--- src/rtl/bcd_sched_pkg.sv ---
// bcd_sched_pkg: shared state encoding, digit geometry and defaults for bcd_scheduler.
package bcd_sched_pkg;

    localparam logic [1:0] ST_IDLE = 2'd0;
    localparam logic [1:0] ST_LOAD = 2'd1;
    localparam logic [1:0] ST_WAIT = 2'd2;
    localparam logic [1:0] ST_DONE = 2'd3;

    typedef enum logic [1:0] {
        IDLE = ST_IDLE,
        LOAD = ST_LOAD,
        WAIT = ST_WAIT,
        DONE = ST_DONE
    } state_t;

    localparam int DIG_W       = 4;
    localparam int DIG_N       = 5;
    localparam int RES_W       = DIG_W * DIG_N;
    localparam int DEF_TIMEOUT = 70000;

    function automatic logic [2:0] oh_to_idx(input logic [7:0] oh);
        logic [2:0] idx;
        idx = '0;
        for (int i = 0; i < 8; i++) begin
            if (oh[i]) idx = 3'(i);
        end
        return idx;
    endfunction

endpackage

--- src/rtl/bcd_scheduler_rr_arbiter.sv ---
// rr_arbiter: combinational one-hot round-robin grant, search starts just after ptr.
module rr_arbiter #(
    parameter int NUM_REQ = 4
) (
    input  logic [NUM_REQ-1:0] req,
    input  logic [2:0]         ptr,
    output logic [NUM_REQ-1:0] grant
);

    // Walk from farthest to nearest so the nearest requester after ptr wins.
    always_comb begin
        grant = '0;
        for (int k = NUM_REQ; k >= 1; k--) begin
            if (req[(int'(ptr) + k) % NUM_REQ])
                grant = NUM_REQ'(1) << ((int'(ptr) + k) % NUM_REQ);
        end
    end

endmodule

--- src/rtl/bcd_scheduler.sv ---
// bcd_scheduler: round-robin sharing of one bcd converter among NUM_REQ requesters.
// Optional WAIT watchdog and timeout_err port enabled by BCD_SCHED_TIMEOUT_EN.
module bcd_scheduler
    import bcd_sched_pkg::*;
#(
    parameter int NUM_REQ = 4,
    parameter int TIMEOUT = DEF_TIMEOUT
) (
    input  logic                   clk,
    input  logic                   reset,
    input  logic [NUM_REQ-1:0]     req,
    input  logic [16*NUM_REQ-1:0]  req_number,
    output logic [NUM_REQ-1:0]     done,
    output logic [RES_W-1:0]       res_digits,
    output logic [2:0]             grant_id,
    output logic                   busy,
`ifdef BCD_SCHED_TIMEOUT_EN
    output logic                   timeout_err,
`endif
    output logic                   bcd_load,
    output logic [15:0]            bcd_number,
    input  logic                   bcd_ready,
    input  logic [DIG_W-1:0]       bcd_dig_1,
    input  logic [DIG_W-1:0]       bcd_dig_2,
    input  logic [DIG_W-1:0]       bcd_dig_3,
    input  logic [DIG_W-1:0]       bcd_dig_4,
    input  logic [DIG_W-1:0]       bcd_dig_5
);

    state_t               state;
    logic [2:0]           ptr;
    logic                 mask_last;
    logic [NUM_REQ-1:0]   req_eff;
    logic [NUM_REQ-1:0]   grant;
    logic [2:0]           win_idx;

`ifdef BCD_SCHED_TIMEOUT_EN
    logic [16:0]          wait_cnt;
`endif

    // The previous winner sits out the one IDLE cycle right after its DONE.
    assign req_eff = req & ~(mask_last ? NUM_REQ'(1) << ptr : '0);
    assign win_idx = oh_to_idx(8'(grant));

    rr_arbiter #(.NUM_REQ(NUM_REQ)) u_arb (
        .req   (req_eff),
        .ptr   (ptr),
        .grant (grant)
    );

    always_ff @(posedge clk) begin
        if (!reset) begin
            state      <= IDLE;
            done       <= '0;
            bcd_load   <= 1'b0;
            busy       <= 1'b0;
            res_digits <= '0;
            grant_id   <= '0;
            bcd_number <= '0;
            ptr        <= '0;
            mask_last  <= 1'b0;
`ifdef BCD_SCHED_TIMEOUT_EN
            timeout_err <= 1'b0;
            wait_cnt    <= '0;
`endif
        end else begin
            done     <= '0;
            bcd_load <= 1'b0;
            unique case (state)
                IDLE: begin
                    mask_last <= 1'b0;
                    if (bcd_ready && |req_eff) begin
                        grant_id   <= win_idx;
                        bcd_number <= req_number[16*win_idx +: 16];
                        bcd_load   <= 1'b1;
                        busy       <= 1'b1;
                        state      <= LOAD;
`ifdef BCD_SCHED_TIMEOUT_EN
                        wait_cnt   <= '0;
`endif
                    end
                end
                LOAD: state <= WAIT;
                WAIT: begin
                    if (bcd_ready) begin
                        res_digits <= {bcd_dig_5, bcd_dig_4, bcd_dig_3, bcd_dig_2, bcd_dig_1};
                        done       <= NUM_REQ'(1) << grant_id;
                        state      <= DONE;
                    end
`ifdef BCD_SCHED_TIMEOUT_EN
                    else if (wait_cnt == 17'(TIMEOUT - 1)) begin
                        timeout_err <= 1'b1;
                        res_digits  <= {RES_W{1'b1}};
                        done        <= NUM_REQ'(1) << grant_id;
                        state       <= DONE;
                    end else begin
                        wait_cnt <= wait_cnt + 17'd1;
                    end
`endif
                end
                DONE: begin
                    ptr       <= grant_id;
                    mask_last <= 1'b1;
                    busy      <= 1'b0;
                    state     <= IDLE;
                end
            endcase
        end
    end

endmodule

--- config.mk ---
export PLATFORM = sky130hd
export DESIGN_NAME = bcd_scheduler
export DESIGN_NICKNAME = d
export VERILOG_FILES = /design/src/rtl/bcd_sched_pkg.sv /design/src/rtl/bcd_scheduler_rr_arbiter.sv /design/src/rtl/bcd_scheduler.sv
export SDC_FILE = /design/constraint.sdc
export NUM_CORES = 1
export LEC_CHECK = 0
export BUFFER_PORTS_ARGS = -buffer_cell sky130_fd_sc_hd__buf_4
export CAP_MARGIN = 5
export CORE_MARGIN = 2
export CORE_UTILIZATION = 47
export CTS_CLUSTER_DIAMETER = 50
export DETAILED_ROUTE_END_ITERATION = 12
export PLACE_DENSITY = 0.85
export SETUP_SLACK_MARGIN = 0.2
export SLEW_MARGIN = 0
export SYNTH_ARGS = -nofsm -noshare
export SYNTH_HDL_FRONTEND = slang
export SYNTH_HIERARCHICAL = 1
export SYNTH_SLANG_ARGS = --single-unit
export TNS_END_PERCENT = 20
--- constraint.sdc ---
create_clock -name clk -period 3.8 [get_ports clk]
set_input_delay 0.76 -clock clk [delete_from_list [all_inputs] [get_ports clk]]
set_output_delay 0.76 -clock clk [all_outputs]
set_load 0.01 [all_outputs]
==> run metrics <==
DRC errors left=0; clock buffer depth=2; initial core utilization=49.0%; synth warn=6; FF+latch area=between 900 and 1000 sq um; maxcap violations=0; IO Port Bufs=134; final hold slack=around 0.47 ns; Slew HR=26.7%; Worst Setup End Kind=flip-flop; post-layout util=67.8%; final hold vios=0; Setup Crit Path Kind=flip-flop to flip-flop; area of the mapped netlist=about 3000 sq um; status=completed; setup TNS=0 ns; layout cells sized above 1=roughly 38%; DR iter-0 viols=between 80 and 90; Fillers=485; setup bufs post-CTS=0; Final setup viols=0; Post-DP HPWL=around 5900 um; Critical Path AT=~3.4 ns; post-DR wirelength/cell=roughly 15 um; die height=a little over 80 um; CP required=slightly below 4 ns; Worst-Skew Late Latency=~0.30 ns; drt pass-1 iters=4; # diodes=0; Routability Congestion=about 0.80; Tmin final=around 3.2 ns; global-route wire length before repair=approximately 13000 um; Final period util=85.0%; die area=just under 7000 sq um; clk_skew=just under 0.009 ns; # hold bufs at CTS=0; initial antenna violation count=0; die width=between 80 and 90 um; max frequency=~0.31 GHz; CTS tree=done; P_leak=1.80 nW; final net count=approximately 560; Antenna Nets Post-Route=0; PD cells=around 480 nW/um^2; WL final=approximately 8000 um; Syn-to-layout area delta=38.5%; Rows=28; Synth Area per Inst=roughly 9 sq um; Max Slew Vio Count=0; Worst Hold Class=flip-flop to flip-flop; GRT Total Usage=22.2%; Synth Net Count=between 400 and 500; vias=roughly 2800; CTS root buf=clkbuf_8; post_cts resized=0; I/O pins=about 140; DR vias/cell=approximately 5.3; Worst Setup Start Kind=flip-flop; CP max FO=17; CORE AREA=approximately 6000 sq um; via count of the first global-routing pass=between 2000 and 3000; largest net degree at the start of global routing=50; Least-Margin Pin Slew=1.10 ns; H-tree levels=2; cell count after synthesis=around 340; maximum VDD drop=approximately 280 uV; CTS Sinks=just under 50; footprint of the multi-input gates=approximately 1800 sq um; clk slew on worst S/H paths=~0.090 ns; total grt overflow=0; RSZ-0062 raised after global routing=false; Num CTS Buffers=5
[placed cells by master (no fill, tap or decap), drive strengths merged, types with 2 or more instances in the layout]
| master | count |
|---|---|
| buf | 141 |
| nand2 | 70 |
| dfxtp | 49 |
| mux2i | 42 |
| a21boi | 22 |
| o21ai | 21 |
| a21oi | 18 |
| o31ai | 17 |
| ha | 10 |
| inv | 8 |
| nor2 | 7 |
| clkbuf | 7 |
| nor2b | 6 |
| o22ai | 6 |
| mux4 | 4 |
| nor3 | 4 |
| nand2b | 4 |
| a31oi | 4 |
| o21a | 2 |
| a211oi | 2 |
| o211a | 2 |
| and2 | 2 |
[state kept, by name, indices dropped and copies added, names as in the netlist]
signal      flops
state           2
bcd_number     16
mask_last       1
busy            1
grant_id        2
res_digits     20
ptr             2
bcd_load        1
done            4
[final timing paths]
path | start | to | slack, ns | cells past startpoint
max | ptr[0] | bcd_number[3] | 0.57 | 11
min | res_digits[5] | res_digits[5] | 0.47 | 2
min reg2reg | res_digits[5] | res_digits[5] | 0.47 | 2
max reg2reg | ptr[0] | bcd_number[3] | 0.57 | 11
[metal layers]
| layer | track usage [%] | vias up | share of wire [%] |
|---|---|---|---|
| met5 | 0 | - | 0 |
| met4 | 7.45 | 0 | 2.6 |
| met3 | 3.28 | 18 | 4.5 |
| met2 | 40.9 | 79 | 53 |
| met1 | 26.2 | 1321 | 40 |
| li1 | - | 1420 | - |
[power breakdown]
part           internal, W  switching [W]
Sequential        0.000624      0.0000762
Combinational     0.000411       0.000461
Clock             0.000215       0.000163
[cell type report]
cell class              count  share of cell area, %
flip-flops and latches     49                   24.1
repair buffers            141                   26.1
clock inverters             1                  0.739
inverters                   9                  0.832
multi-input cells         250                   43.8
clock buffers               7                   2.13
well taps                  75                   2.31
[critical path, cell delays in order (launching register included)]
cell and delay, ns:
dfxtp_1 0.71, inv_1 0.13, a21boi_0 0.51, mux4_2 0.46, nand2b_4 0.16, o22ai_1 0.08, a31oi_2 0.14, buf_4 0.31
mux2i_1 0.23, o21ai_0 0.09, mux2i_1 0.19, a21oi_2 0.07
[through the flow]
step                      worst slack, ns  cells  area (sq um)  total power (W)
after CTS                           0.583    532          4060          0.00197
after global routing                0.307    532          4060          0.00208
after detailed placement            0.542    524          3950          0.00158
final                               0.570    532          4060          0.00195
after floorplan                     0.773    335          2930          0.00128
after global placement              0.698    524          3950          0.00156
(Power assumes the default switching activity.)
